$ cat src/rtl/node_share_sched_if.sv
// Bundle of the requester-facing and node-facing signals of the shared-node scheduler.
// The master modport is the scheduler's view; the slave modport is the environment's.
interface node_share_sched_if #(
    parameter int unsigned NReq  = 4,
    parameter int unsigned Width = 16
);
    logic [NReq-1:0]       req;
    logic [NReq*Width-1:0] arg0;
    logic [NReq*Width-1:0] arg1;
    logic [NReq-1:0]       gnt;
    logic [NReq-1:0]       done;
    logic [Width-1:0]      res;
    logic                  err;
    logic                  busy;
    logic                  node_st;
    logic [Width-1:0]      node_in0;
    logic [Width-1:0]      node_in1;
    logic                  node_rd;
    logic [Width-1:0]      node_res;

    modport master (
        input  req, arg0, arg1, node_rd, node_res,
        output gnt, done, res, err, busy, node_st, node_in0, node_in1
    );

    modport slave (
        output req, arg0, arg1, node_rd, node_res,
        input  gnt, done, res, err, busy, node_st, node_in0, node_in1
    );
endinterface

$ cat src/rtl/node_share_sched.sv
// Round-robin scheduler sharing one ST/RD/RES evaluation node between NReq requesters,
// with start pulse generation, ready tracking and ack/done timeouts.
module node_share_sched #(
    parameter int unsigned NReq   = 4,
    parameter int unsigned Width  = 16,
    parameter int unsigned StLen  = 2,
    parameter int unsigned AckTo  = 16,
    parameter int unsigned DoneTo = 65535
) (
    input  logic               clk_i,
    input  logic               rst_ni,
    node_share_sched_if.master bus_io
);
    localparam int unsigned IdxW = $clog2(NReq);
    localparam logic [NReq-1:0] OneHot0 = NReq'(1);

    typedef enum logic [2:0] {
        StIdle,
        StStart,
        StWaitAck,
        StWaitDone,
        StFinish
    } state_e;

    state_e            state_q;
    logic [NReq-1:0]   gnt_q;
    logic [NReq-1:0]   done_q;
    logic              err_q;
    logic              st_q;
    logic [Width-1:0]  res_q;
    logic [Width-1:0]  in0_q;
    logic [Width-1:0]  in1_q;
    logic [IdxW-1:0]   ptr_q;
    logic [IdxW-1:0]   own_q;
    logic [15:0]       cnt_q;

    logic              pick_vld;
    logic [IdxW-1:0]   pick_idx;
    int unsigned       cand;
    logic [15:0]       cnt_inc;
    logic [IdxW-1:0]   ptr_next;

    // First requester at or after the pointer, wrapping at NReq-1.
    always_comb begin
        pick_vld = 1'b0;
        pick_idx = '0;
        cand     = 0;
        for (int unsigned i = 0; i < NReq; i++) begin
            cand = 32'(ptr_q) + i;
            if (cand >= NReq) begin
                cand = cand - NReq;
            end
            if (!pick_vld && bus_io.req[IdxW'(cand)]) begin
                pick_vld = 1'b1;
                pick_idx = IdxW'(cand);
            end
        end
    end

    always_comb begin
        cnt_inc  = (cnt_q == '1) ? cnt_q : cnt_q + 16'd1;
        ptr_next = (32'(own_q) == NReq - 1) ? '0 : own_q + 1'b1;
    end

    always_ff @(posedge clk_i or negedge rst_ni) begin
        if (!rst_ni) begin
            state_q <= StIdle;
            gnt_q   <= '0;
            done_q  <= '0;
            err_q   <= 1'b0;
            st_q    <= 1'b0;
            res_q   <= '0;
            in0_q   <= '0;
            in1_q   <= '0;
            ptr_q   <= '0;
            own_q   <= '0;
            cnt_q   <= '0;
        end else begin
            unique case (state_q)
                StIdle: begin
                    if (bus_io.node_rd && pick_vld) begin
                        gnt_q   <= OneHot0 << pick_idx;
                        own_q   <= pick_idx;
                        in0_q   <= bus_io.arg0[32'(pick_idx) * Width +: Width];
                        in1_q   <= bus_io.arg1[32'(pick_idx) * Width +: Width];
                        st_q    <= 1'b1;
                        cnt_q   <= '0;
                        state_q <= StStart;
                    end
                end
                StStart: begin
                    if (cnt_q == 16'(StLen - 1)) begin
                        st_q    <= 1'b0;
                        cnt_q   <= '0;
                        state_q <= StWaitAck;
                    end else begin
                        cnt_q <= cnt_inc;
                    end
                end
                StWaitAck: begin
                    if (!bus_io.node_rd) begin
                        cnt_q   <= '0;
                        state_q <= StWaitDone;
                    end else if (cnt_q == 16'(AckTo - 1)) begin
                        done_q  <= gnt_q;
                        err_q   <= 1'b1;
                        state_q <= StFinish;
                    end else begin
                        cnt_q <= cnt_inc;
                    end
                end
                StWaitDone: begin
                    // Entry required RD sampled low, so RD high here is the rising edge.
                    if (bus_io.node_rd) begin
                        res_q   <= bus_io.node_res;
                        done_q  <= gnt_q;
                        state_q <= StFinish;
                    end else if (cnt_q == 16'(DoneTo - 1)) begin
                        done_q  <= gnt_q;
                        err_q   <= 1'b1;
                        state_q <= StFinish;
                    end else begin
                        cnt_q <= cnt_inc;
                    end
                end
                StFinish: begin
                    gnt_q   <= '0;
                    done_q  <= '0;
                    err_q   <= 1'b0;
                    cnt_q   <= '0;
                    ptr_q   <= ptr_next;
                    state_q <= StIdle;
                end
                default: state_q <= StIdle;
            endcase
        end
    end

    assign bus_io.gnt      = gnt_q;
    assign bus_io.done     = done_q;
    assign bus_io.res      = res_q;
    assign bus_io.err      = err_q;
    assign bus_io.busy     = (state_q != StIdle);
    assign bus_io.node_st  = st_q;
    assign bus_io.node_in0 = in0_q;
    assign bus_io.node_in1 = in1_q;
endmodule

$ cat src/flat_wrapper.sv
// flat-port wrapper written by rule: the top's interface ports become plain ports
module node_share_sched_flat 
#(
    parameter int unsigned NReq   = 4,
    parameter int unsigned Width  = 16,
    parameter int unsigned StLen  = 2,
    parameter int unsigned AckTo  = 16,
    parameter int unsigned DoneTo = 65535
)
  (clk_i, rst_ni, bus_io_req, bus_io_arg0, bus_io_arg1, bus_io_node_rd, bus_io_node_res, bus_io_gnt, bus_io_done, bus_io_res, bus_io_err, bus_io_busy, bus_io_node_st, bus_io_node_in0, bus_io_node_in1);
  node_share_sched_if #(.NReq(NReq), .Width(Width)) bus_io_i ();
  input  logic clk_i;
  input  logic rst_ni;
  input wire logic [$bits(bus_io_i.req)-1:0] bus_io_req;
  input wire logic [$bits(bus_io_i.arg0)-1:0] bus_io_arg0;
  input wire logic [$bits(bus_io_i.arg1)-1:0] bus_io_arg1;
  input wire logic [$bits(bus_io_i.node_rd)-1:0] bus_io_node_rd;
  input wire logic [$bits(bus_io_i.node_res)-1:0] bus_io_node_res;
  output wire logic [$bits(bus_io_i.gnt)-1:0] bus_io_gnt;
  output wire logic [$bits(bus_io_i.done)-1:0] bus_io_done;
  output wire logic [$bits(bus_io_i.res)-1:0] bus_io_res;
  output wire logic [$bits(bus_io_i.err)-1:0] bus_io_err;
  output wire logic [$bits(bus_io_i.busy)-1:0] bus_io_busy;
  output wire logic [$bits(bus_io_i.node_st)-1:0] bus_io_node_st;
  output wire logic [$bits(bus_io_i.node_in0)-1:0] bus_io_node_in0;
  output wire logic [$bits(bus_io_i.node_in1)-1:0] bus_io_node_in1;
  assign bus_io_i.req = bus_io_req;
  assign bus_io_i.arg0 = bus_io_arg0;
  assign bus_io_i.arg1 = bus_io_arg1;
  assign bus_io_i.node_rd = bus_io_node_rd;
  assign bus_io_i.node_res = bus_io_node_res;
  assign bus_io_gnt = bus_io_i.gnt;
  assign bus_io_done = bus_io_i.done;
  assign bus_io_res = bus_io_i.res;
  assign bus_io_err = bus_io_i.err;
  assign bus_io_busy = bus_io_i.busy;
  assign bus_io_node_st = bus_io_i.node_st;
  assign bus_io_node_in0 = bus_io_i.node_in0;
  assign bus_io_node_in1 = bus_io_i.node_in1;
  node_share_sched #(.NReq(NReq), .Width(Width), .StLen(StLen), .AckTo(AckTo), .DoneTo(DoneTo)) u_core (.clk_i(clk_i), .rst_ni(rst_ni), .bus_io(bus_io_i));
endmodule
$ cat config.mk
export PLATFORM = sky130hd
export DESIGN_NAME = node_share_sched_flat
export DESIGN_NICKNAME = d
export VERILOG_FILES = /design/src/rtl/node_share_sched_if.sv /design/src/rtl/node_share_sched.sv /design/src/flat_wrapper.sv
export SDC_FILE = /design/constraint.sdc
export NUM_CORES = 1
export LEC_CHECK = 0
export ABC_AREA = 0
export ABC_CLOCK_PERIOD_IN_PS = 2300
export BUFFER_PORTS_ARGS = -buffer_cell sky130_fd_sc_hd__buf_4
export CORE_MARGIN = 1.5
export CORE_UTILIZATION = 40
export CTS_CLUSTER_DIAMETER = 200
export DETAILED_ROUTE_END_ITERATION = 8
export PLACE_DENSITY = 0.73
export RECOVER_POWER = 100
export SYNTH_ARGS = -nofsm -noshare
export SYNTH_HDL_FRONTEND = slang
export SYNTH_SLANG_ARGS = --single-unit
$ cat constraint.sdc
create_clock -name clk_i -period 2.3 [get_ports clk_i]
set_clock_uncertainty 0.1 [all_clocks]
set_input_delay 0.115 -clock clk_i [delete_from_list [all_inputs] [get_ports clk_i]]
set_output_delay 0.115 -clock clk_i [all_outputs]
set_load 0.05 [all_outputs]
# --- Word-level counts from Yosys, hierarchy flattened ---
# Cells that the tools add are included.
classes:
  n_addsub: 9
  n_mul: 0
  div: 0
  magnitude_cmp: 8
  eq_ne: 19
  shift: 3
  mux: 51
  bitwise: 0
  n_reduce_logical: 21
op_table:
  columns: ["op", "n"]
  rows:
  - ["64-bit by 7-bit variable part select with 16-bit output", 2]
  - ["16-bit 2-to-1 mux", 7]
  - ["16-bit case mux with 5 select lines", 1]
  - ["16-bit equality test (second input constant)", 2]
  - ["4-bit 2-to-1 mux", 5]
  - ["2-bit 2-to-1 mux", 9]
  - ["3-bit 2-to-1 mux", 6]
  - ["16-bit by 1-bit adder with 16-bit output (second input constant)", 1]
  - ["16-bit by 1-bit equality test with 1-bit output (second input constant)", 1]
  - ["16-bit by 4-bit equality test with 1-bit output (second input constant)", 1]
  - ["1-bit 2-to-1 mux", 14]
  - ["2-bit by 3-bit < comparator with 1-bit output (second input constant)", 4]
  - ["3-bit case mux with 4 select lines", 1]
  - ["4-bit case mux with 3 select lines", 1]
  - ["5-bit AND reduction", 2]
  - ["3-bit greater-or-equal comparator (second input constant)", 3]
  - ["1-bit binary-select mux with 2-bit select", 4]
  - ["2-bit by 1-bit inequality test with 1-bit output (second input constant)", 4]
  - ["4-bit case mux with 2 select lines", 1]
  - ["4-bit AND reduction", 2]
  - ["2-bit by 1-bit subtractor with 2-bit output (second input constant)", 4]
  - ["2-bit by 2-bit adder with 3-bit output (second input constant)", 2]
  - ["3-bit by 2-bit equality test with 1-bit output (second input constant)", 2]
  - ["2-bit inequality test (second input constant)", 3]
  - ["other kinds (19)", 29]
totals:
  ff_bits: 81
  latchBits: 0
  ram_bits: 0
  romBits: 0
  input_bits: 151
  output_inout_bits: 59
  wordCells: 122
  n_memories: 0

# --- Longest topological paths before layout ---
# Gate-level depths: netlist of the first run.
logic_depth:
  word_depth: 17
  depth_mapped: 8
  mapped_depth_nobuf: 7

# --- Worst setup path before layout of the first run ---
# OpenSTA, ideal clock, no wires.
synth_timing:
  path_kind: "register to register"
  from: "register u_core.cnt_q[5]"
  to: "register u_core.cnt_q[6]"
  setup_ps: 122
  t_arrival_ps: 2056
  required_time_ps: 2078
  slack_ps: 23
  path_stages_with_launch: 8
  path_buffers: 2
  period_less_slack_ps: 2277
  cell_sequence: "dfrtp_1 -> buf_6 -> or4_4 -> o41ai_4 -> a21oi_2 -> buf_6 -> a211o_1 -> a32o_1"
synth_via:
  elab_chain_cells: 5
  elab_cells_between_ends: 15
synth_lines:
  columns: ["element", "line_no", "rtl"]
  rows:
  - ["start, declared", "node_share_sched.sv:35", "logic [15:0] cnt_q;"]
  - ["start signal, assigned", "node_share_sched.sv:97", "cnt_q <= cnt_inc;"]
  - ["start signal, assigned", "node_share_sched.sv:109", "cnt_q <= cnt_inc;"]
  - ["start signal, assigned", "node_share_sched.sv:123", "cnt_q <= cnt_inc;"]
  - ["16-bit by 1-bit adder with 16-bit output / 16-bit equality test (equally long branches)", "node_share_sched.sv:61", "cnt_inc = (cnt_q == '1) ? cnt_q : cnt_q + 16'd1;"]
  - ["16-bit 2-to-1 mux", "node_share_sched.sv:61", null]
  - ["16-bit 2-to-1 mux, on equally long branches", "node_share_sched.sv:118, node_share_sched.sv:104", null]
  - ["16-bit 2-to-1 mux, on equally long branches", "node_share_sched.sv:114, node_share_sched.sv:101", null]
  - ["16-bit case mux with 5 select lines", "node_share_sched.sv:79", "unique case (state_q)"]
# Parallel ways exist; a longest one is shown, timed or not. The select of a mux whose other input is x is not followed.
# A chain may end at the register's enable or synchronous reset.

# --- Final worst setup path of the first run ---
layout_timing:
  from: "register u_core.cnt_q[5]"
  to: "register u_core.done_q[2] (netlist: u_core.bus_io.done[2])"
layout_via:
  elab_chain_cells: 3
  elab_cells_between_ends: 5
layout_lines:
  columns: ["element", "line_no", "rtl"]
  rows:
  - ["16-bit equality test / 16-bit by 4-bit equality test with 1-bit output (equally long branches)", "node_share_sched.sv:118, node_share_sched.sv:104", null]
  - ["3-bit by 2-bit inequality test with 1-bit output (no line) / 2-bit by 1-bit inequality test with 1-bit output (equally long branches)", null, null]
  - ["4-bit AND reduction (no line) (*)", null, null]
  - ["end signal, assigned", "node_share_sched.sv:105", "done_q <= gnt_q;"]
  - ["end signal, assigned", "node_share_sched.sv:116", "done_q <= gnt_q;"]
  - ["end signal, assigned", "node_share_sched.sv:119", "done_q <= gnt_q;"]
  - ["end, declared", "node_share_sched.sv:27", "logic [NReq-1:0] done_q;"]
# Every way passes the cells marked *; elsewhere a longest branch is shown, timed or not.

==> impl.org, run 1 <==
** Die
- The die covers 12,700 um^2.
- Horizontal die dimension :: 113 um
- The total area inside the core boundary comes to 11,600 um^2.
- The initialized floorplan defines 39 standard-cell rows.
- 210 I/O pins were placed.
- The initial utilization of the core area, before any placement, comes to 41.5%.
- Height of the die :: 113 um

** Drt
- Average routed wire per standard cell :: 16.2 um
- DRC violations left :: 0
- In this run the remaining antenna-violating nets after routing total 0.
- Detailed-routing iteration count for the pre-antenna-repair pass :: 4
- Detailed routing inserted a total of 4,643 vias.
- Average via count per standard cell :: 5.36
- The routed design has 14,100 um of wire.
- The detailed router finished its first iteration with 253 violations.

** Timing
- Worst slew margin relative to its limit :: 43.3%
- Max Freq :: 432 MHz
- Smallest setup slack after layout :: -0.0129 ns
- In the final timing run, aggregate negative setup slack is -0.0213 ns.
- Setup repair after global routing could not meet its margin everywhere.
- The number of hold-slack violations in the final timing report is 0.
- Setup violations remaining at the end of the flow were counted as 3.
- Fraction of the cycle the final worst path needs :: 101%
- Slew at the pin with the worst max-slew slack :: 0.851 ns
- The max-slew violation count was 0.
- Clock period minus final worst setup slack :: 2.31 ns

** Worst setup path
- For the worst setup path, the data required time is 2.45 ns.
- STA puts the critical path data arrival time at 2.46 ns.
- Along the worst path, the maximum fanout reaches 6.
- STA classifies the critical path endpoint as a register.
- STA classifies the critical path startpoint as a register.
- The worst setup path is of the reg -> reg kind.

** Logic synthesis
- Proportion of register bits with asynchronous set or reset after synthesis :: 100%
- Post-synth EDFFs :: 0
- Yosys warnings :: 0
- For this run, the register share of the synthesized area comes to 42.0%.
- In the synthesized netlist, the number of instances is 468.
- Area leader, netlist :: sky130_fd_sc_hd__dfrtp_1
- Yosys top cell area share :: 42.0%
- Sorting the synthesized cells by area gives the leading types as sky130_fd_sc_hd__dfrtp_1, sky130_fd_sc_hd__mux2i_1, sky130_fd_sc_hd__mux2_2.
- Number of synthesized register bits :: 81
- The number of nets handed over by synthesis was 623.
- Average cell area after synthesis :: 10.3 um^2
- After synthesis, the netlist uses 56 different library cells.
- Post-synthesis cell area :: 4820 um^2
- Leading register cell type out of synthesis :: sky130_fd_sc_hd__dfrtp_1

** Outcome
- The final reports fail on negative setup slack.
- The run finished, with violations left.

** Flow run
- Across the run, the number of max-cap violations was 0.

** Placement
- Once placement finished, the instance area stood at 6770 um^2.
- Port Buf Inserts :: 209
- Before CTS, the worst setup slack after placement is 0.00622 ns.
- At the end of routability-driven placement, the weighted congestion stood at 0.900.
- Detailed placer's ending HPWL :: 10,300 um
- Number of cells in the design after placement :: 826

** Final layout
- The top cell types in the final layout, fill and taps aside, are sky130_fd_sc_hd__buf_4, sky130_fd_sc_hd__dfrtp_1, sky130_fd_sc_hd__mux2i_1.
- The finished cells cover 7140 um^2.
- FILL cells :: 980
- Number of antenna diodes :: 0
- Leaving out fill and tap cells, the most frequent cell in the layout is sky130_fd_sc_hd__buf_4.
- The area growth from synthesis to layout is 48.1%.
- Layout cell share with drive strength beyond 1 :: 38.3%
- Non-Filler Instances :: 866
- After the last flow step, the layout net total stands at 874.

** Power
- Power spread over the standard cell area amounts to 1250 nW/um^2.
- VDD sags by at most 0.801 mV.
- The analysis attributes to cell leakage a power of 3.52 nW.
- Power comes to 0.00892 W.

** CTS
- Maximum buffer depth of the clock tree :: 2
- Counting every sink on the clock net gives 81.
- The cell sitting at the root of the clock tree is a sky130_fd_sc_hd__clkbuf_16.
- TritonCTS created 9 clock buffers.
- H-tree levels :: 3
- CTS tree :: built
- After clock tree synthesis, the clock-pin slew on the worst setup and hold paths is 0.06 ns.
- At the later pin of the worst-skew pair, clock insertion delay measures 0.33 ns.

** GRT
- Global-route usage over all layers :: 21.6%
- The via count of the first global-routing pass came to 4,523.
- Number of antenna violations at the first check in global routing :: 0
- Pin count of the biggest net entering global routing :: 54
- The first global-routing pass estimated 21,900 um of wire.
- After global routing the overflow that remains totals 0.

** Worst hold path
- The min-delay analysis places its worst path in the category in -> reg.
## cells in the mapped netlist, drive strengths merged (2+ instances only)
| cell type | instances |
|---|---|
| dfrtp | 81 |
| a21o | 5 |
| inv | 12 |
| nor2b | 3 |
| and4 | 3 |
| ha | 4 |
| a32o | 2 |
| or3b | 2 |
| nand2 | 51 |
| o41ai | 2 |
| nor3 | 6 |
| o211ai | 2 |
| a31oi | 5 |
| nor2 | 19 |
| a22o | 3 |
| a211o | 3 |
| or2 | 2 |
| o221ai | 2 |
| o21ai | 44 |
| a211oi | 3 |
| mux2i | 69 |
| buf | 13 |
| clkbuf | 15 |
| o31ai | 4 |
| and3 | 10 |
| a21boi | 3 |
| a21oi | 9 |
| or4 | 4 |
| a221o | 5 |
| nand2b | 2 |
| mux2 | 50 |
| nand4 | 10 |
| nor4 | 3 |
| nand3 | 8 |
## layout make-up
class,instances,area (um^2),share of cell area [%]
clock inverter,2,38.8,0.543
clock buffer,13,250,3.50
timing repair buffer,267,1880,26.3
sequential,81,2030,28.4
inverter,12,45.0,0.631
tap,143,179,2.50
multi-input combinational,348,2720,38.1
## layer usage
metal  routed length, um  GRT usage (%)
met5                   0              0
met4                 387           8.61
met3                 879           5.03
met2                7550           39.5
met1                5250           24.4
## worst max-delay path, cell delays in order, from the launching register on
cell                       delay (ns)
sky130_fd_sc_hd__dfrtp_1         0.42
sky130_fd_sc_hd__or4_4           0.52
sky130_fd_sc_hd__buf_4           0.16
sky130_fd_sc_hd__nor4_4          0.23
sky130_fd_sc_hd__buf_4           0.18
sky130_fd_sc_hd__nand2_2         0.06
sky130_fd_sc_hd__a21boi_2        0.31
sky130_fd_sc_hd__mux2i_1         0.25
## what timing repair did
item,CTS,global route
cloned,0,3
endpoints found under the setup margin,1,39
setup buffers,0,5
pin swaps,0,7
hold buffers,17,0
gates resized for setup,0,17
endpoints found under the hold margin,48,0
## sequential cells by signal, summed over array words and instances (netlist names)
| register | count |
|---|---|
| u_core.ptr_q | 2 |
| u_core.bus_io.node_in0 | 16 |
| u_core.own_q | 2 |
| u_core.bus_io.res | 16 |
| u_core.bus_io.gnt | 4 |
| u_core.cnt_q | 16 |
| u_core.bus_io.node_st | 1 |
| u_core.state_q | 3 |
| u_core.bus_io.err | 1 |
| u_core.bus_io.node_in1 | 16 |
| u_core.bus_io.done | 4 |
## power by group
| group | leakage, nW | total (W) | internal [W] | switching, W |
|---|---|---|---|---|
| Sequential | 1.03 | 0.00235 | 0.00198 | 0.000367 |
| Combinational | 2.35 | 0.00516 | 0.00171 | 0.00345 |
| Clock | 0.140 | 0.00140 | 0.000868 | 0.000537 |
| Total | 3.52 | 0.00892 | 0.00456 | 0.00436 |
## cells by family (layout without fill, tap and decap cells)
family / count (synthesis) / after routing / synth area share (%)
flip-flops: 81 / 81 / 42.0
AND/OR/NAND/NOR: 126 / 127 / 13.3
multiplexers: 119 / 119 / 26.0
AO/OA/AOI/OAI: 98 / 98 / 13.8
buffers and inverters: 40 / 294 / 3.92
adder cells (fa/ha/maj): 4 / 4 / 1.04
## final timing paths
check / start / cells after the start / to / slack, ns
max in group asynchronous: rst_ni / 3 / u_core.cnt_q[0]$_DFFE_PN0P_ / 0.50
worst min register to register: u_core.bus_io.node_in1[6]$_DFFE_PN0P_ / 2 / u_core.bus_io.node_in1[6]$_DFFE_PN0P_ / 0.38
worst min-delay path: bus_io_node_rd / 3 / u_core.state_q[2]$_DFFE_PN0P_ / 0.09
min in group asynchronous: rst_ni / 2 / u_core.cnt_q[14]$_DFFE_PN0P_ / 0.33
worst max register to register: u_core.cnt_q[5]$_DFFE_PN0P_ / 7 / u_core.bus_io.done[2]$_DFFE_PN0P_ / -0.01
worst max-delay path: u_core.cnt_q[5]$_DFFE_PN0P_ / 7 / u_core.bus_io.done[2]$_DFFE_PN0P_ / -0.01
## per-stage QoR
stage / utilization (%) / hold WS [ns]
finish: 61.5 / 0.0938
global route: 61.5 / 0.0857
CTS: 62.3 / 0.0950
detailed placement: 58.3 / 0.000294
global placement: 58.3 / -0.0122
floorplan: - / -0.281
Power figures use the tool's default switching activity.
==> run 2: changes to the inputs <==
--- a/config.mk
+++ b/config.mk
@@ -9,11 +9,12 @@
 export ABC_CLOCK_PERIOD_IN_PS = 2300
 export BUFFER_PORTS_ARGS = -buffer_cell sky130_fd_sc_hd__buf_4
 export CORE_MARGIN = 1.5
-export CORE_UTILIZATION = 40
+export CORE_UTILIZATION = 25
 export CTS_CLUSTER_DIAMETER = 200
 export DETAILED_ROUTE_END_ITERATION = 8
-export PLACE_DENSITY = 0.73
+export PLACE_DENSITY = 0.5
 export RECOVER_POWER = 100
+export SKIP_CTS_REPAIR_TIMING = 1
 export SYNTH_ARGS = -nofsm -noshare
 export SYNTH_HDL_FRONTEND = slang
 export SYNTH_SLANG_ARGS = --single-unit
==> run 2 against run 1 <==
Net effect:
- the flow now finishes without violations
- sequential share of layout area is 0.81 points lower
- routed wire length rose by 6.5%
- die area up 58%
- clock power up 10%
- worst setup slack improved by 0.036 ns
- fmax increased by 1.6%
- critical path type unchanged
- critical endpoint is now u_core.cnt_q[6]$_DFFE_PN0P_
==> impl.org, run 2 (synthesis results as in run 1) <==
** Final layout
- Leading cell types in the layout, fill and taps excluded :: sky130_fd_sc_hd__buf_4, sky130_fd_sc_hd__dfrtp_1, sky130_fd_sc_hd__mux2i_1
- Final instance area :: 7350 um^2
- Compared with the post-synthesis result, the final layout area differs by 52.3%.
- After the flow finishes, the layout carries non-filler instances totaling 990.
- Layout cell share with drive strength beyond 1 :: 39.0%
- Number of antenna diodes :: 0
- Measured on the finished design, the core utilization comes to 39.0%.
- Most common cell after layout, fill and taps aside :: sky130_fd_sc_hd__buf_4
- For this run, the post-layout net count is 880.

** GRT
- Pin count of the biggest net entering global routing :: 58
- The via count of the first global-routing pass came to 4,718.
- For this run, the total global-route usage over all layers was measured as 15.0%.
- The initial antenna violation count came to 0.
- Wire length of the first global-routing pass :: 23,500 um
- Global routing finished with a remaining overflow of 0.

** Worst hold path
- Counting instances, the worst hold path has a depth of 3.
- In this run the most critical hold path is launched from bus_io_req[3].
- Endpoint with the worst hold slack :: u_core.own_q[0]$_DFFE_PN0P_
- The min-delay analysis places its worst path in the category in -> reg.

** Die
- Once the floorplan was initialized, standard cells occupied 25.6% of the core.
- Core Region :: 18,800 um^2
- In this run the horizontal extent of the chip is 142 um.
- The die is 142 um tall.
- During I/O placement, the number of pins put on the boundary was 210.
- The floorplan step defined a die boundary enclosing 20,100 um^2.
- Row generation in the floorplan step produced 50 rows.

** Timing
- Setup violations remaining at the end of the flow were counted as 0.
- Worst slew margin relative to its limit :: 3.58%
- For the pin with the worst max-slew slack, the measured transition is 1.45 ns.
- Worst-case hold slack :: 0.103 ns
- Based on the critical path, the design can be clocked at up to 439 MHz.
- The max-slew violation count is 0.
- The final critical path takes up 99.0% of the cycle.
- The clock period could shrink to 2.28 ns.
- Setup repair after global routing could not meet its margin everywhere.
- Number of hold-slack violations in the final timing report :: 0

** Drt
- For this run, design rule violations remaining after detail routing come to 0.
- Antenna-violating nets left :: 0
- The first detailed-routing pass took 4 iterations.
- In this run, the number of DRC markers left after iteration 0 of detailed routing was 135.
- Total number of vias :: 4,577
- After detailed routing, the average wire length per cell comes to 15.1 um.
- The routed design has 15,000 um of wire.
- Average via count per standard cell :: 4.62

** Power
- Overall power after layout :: 0.00907 W
- Sequential cells account for 25.6% of the total power.
- Internal power component :: 0.00467 W
- Summed over all cells, the static leakage comes to 3.57 nW.
- In this run switching power makes up 48.6% of total power.
- Logic pwr share :: 57.4%
- Max VDD drop :: 0.458 mV
- The clock network is responsible for 17.0% of the overall power.
- Switching power total :: 0.00441 W
- Cell area power density :: 1230 nW/um^2

** Worst setup path
- CP startpoint :: u_core.cnt_q[6]$_DFFE_PN0P_
- The startpoint identified for the worst register-to-register timing path is u_core.cnt_q[6]$_DFFE_PN0P_.
- In this run the critical register-to-register path is captured at u_core.cnt_q[6]$_DFFE_PN0P_.
- The critical path in this run is classified as reg -> reg.
- Along the worst path, the maximum fanout reaches 9.
- Reg2Reg Setup Slack :: 0.02 ns
- STA classifies the critical path startpoint as a register.
- Cell chain of the critical path :: or4_4 > o41ai_4 > buf_4 > a21oi_4 > a211o_1 > a32o_1
- STA classifies the critical path endpoint as a register.
- Maximum single-stage delay on the critical path :: 0.57 ns
- The largest individual stage delay along the critical path comes from the cell sky130_fd_sc_hd__or4_4.
- STA puts the critical path data required time at 2.44 ns.
- For the worst setup path, the data arrival time is 2.41 ns.
- Cell depth of the worst flop-to-flop path :: 6

** CTS
- H-tree levels :: 3
- The tree is rooted in a sky130_fd_sc_hd__clkbuf_16.
- TritonCTS sink count :: 81
- Counting along the longest clock path gives a buffer depth of 2.
- TritonCTS built the clock tree.
- Clock latency on the worst-skew pair :: 0.35 ns
- CTS buffer count :: 9
- Clock transition time at the flip-flop clock pins of the worst setup and hold paths :: 0.06 ns

** Placement
- Final weighted congestion in routability-driven placement :: 0.782
- Once detailed placement completed, the half-perimeter wirelength came to 11,400 um.
- Buffers placed on the I/O ports in this run total 209.
- Counting tap cells, the placed design contains a total of 952 instances.
- Placed inst area :: 6960 um^2

** Outcome
- Status :: complete, no violations

** Flow run
- Max Cap Violations :: 0
## run 2: changes by cell type in the layout (fill, tap and decap cells not counted), sizes merged
cell / previous run / this run
buf: 182 / 190
bufinv: 1 / 2
clkinvlp: 0 / 1
clkbuf: 81 / 76
clkinv: 1 / 3
## run 2: how the worst max path moves through the flow
| stage | endpoint | depth (start not counted) | slack [ns] |
|---|---|---|---|
| floorplan | u_core.cnt_q[6]$_DFFE_PN0P_ | 7 | 0.02 |
| global route | u_core.cnt_q[6]$_DFFE_PN0P_ | 6 | -0.05 |
| CTS | u_core.cnt_q[10]$_DFFE_PN0P_ | 5 | -0.05 |
| global placement | u_core.cnt_q[10]$_DFFE_PN0P_ | 5 | 0.01 |
| detailed placement | u_core.cnt_q[10]$_DFFE_PN0P_ | 5 | -0.04 |
| finish | u_core.cnt_q[6]$_DFFE_PN0P_ | 6 | 0.02 |
## run 2: critical path, delay by kind of cell (launching register included)
family	cells	cell delay, ns
compound gates	4	0.93
buf+inv	1	0.19
flops	1	0.37
simple gates	1	0.57
## run 2: area by class of cell
type	instances	area, um^2
clock buffer	10	229
clock inverter	6	82.6
fill	1878	11500
inverter	12	45.0
multi-input combinational	348	2730
sequential	81	2030
tap	260	325
timing repair buffer	273	1910
## run 2: power groups by stage
| stage | Combinational (W) | Sequential (W) | Clock, W |
|---|---|---|---|
| finish | 0.00521 | 0.00232 | 0.00154 |
| detailed placement | 0.00547 | 0.00237 | 0 |
| floorplan | 0.00209 | 0.00396 | 0 |
| global placement | 0.00541 | 0.00234 | 0 |
| global route | 0.00560 | 0.00241 | 0.00166 |
| CTS | 0.00548 | 0.00235 | 0.00159 |
## run 2: per-layer routing
| metal | vias up | track usage (%) | part of all wire (%) |
|---|---|---|---|
| li1 | 2241 | - | - |
| met1 | 2182 | 16.9 | 40 |
| met2 | 139 | 27.3 | 53 |
| met3 | 15 | 3.61 | 5.6 |
| met4 | 0 | 5.59 | 1.6 |
| met5 | - | 0 | 0 |
## run 2: metrics by stage
step	TNS (ns)	worst slack, ns
6_report	0	0.0229
5_1_grt	-0.374	-0.0517
2_1_floorplan	0	0.0227
4_1_cts	-0.239	-0.0510
3_3_place_gp	0	0.0104
3_5_place_dp	-0.120	-0.0371
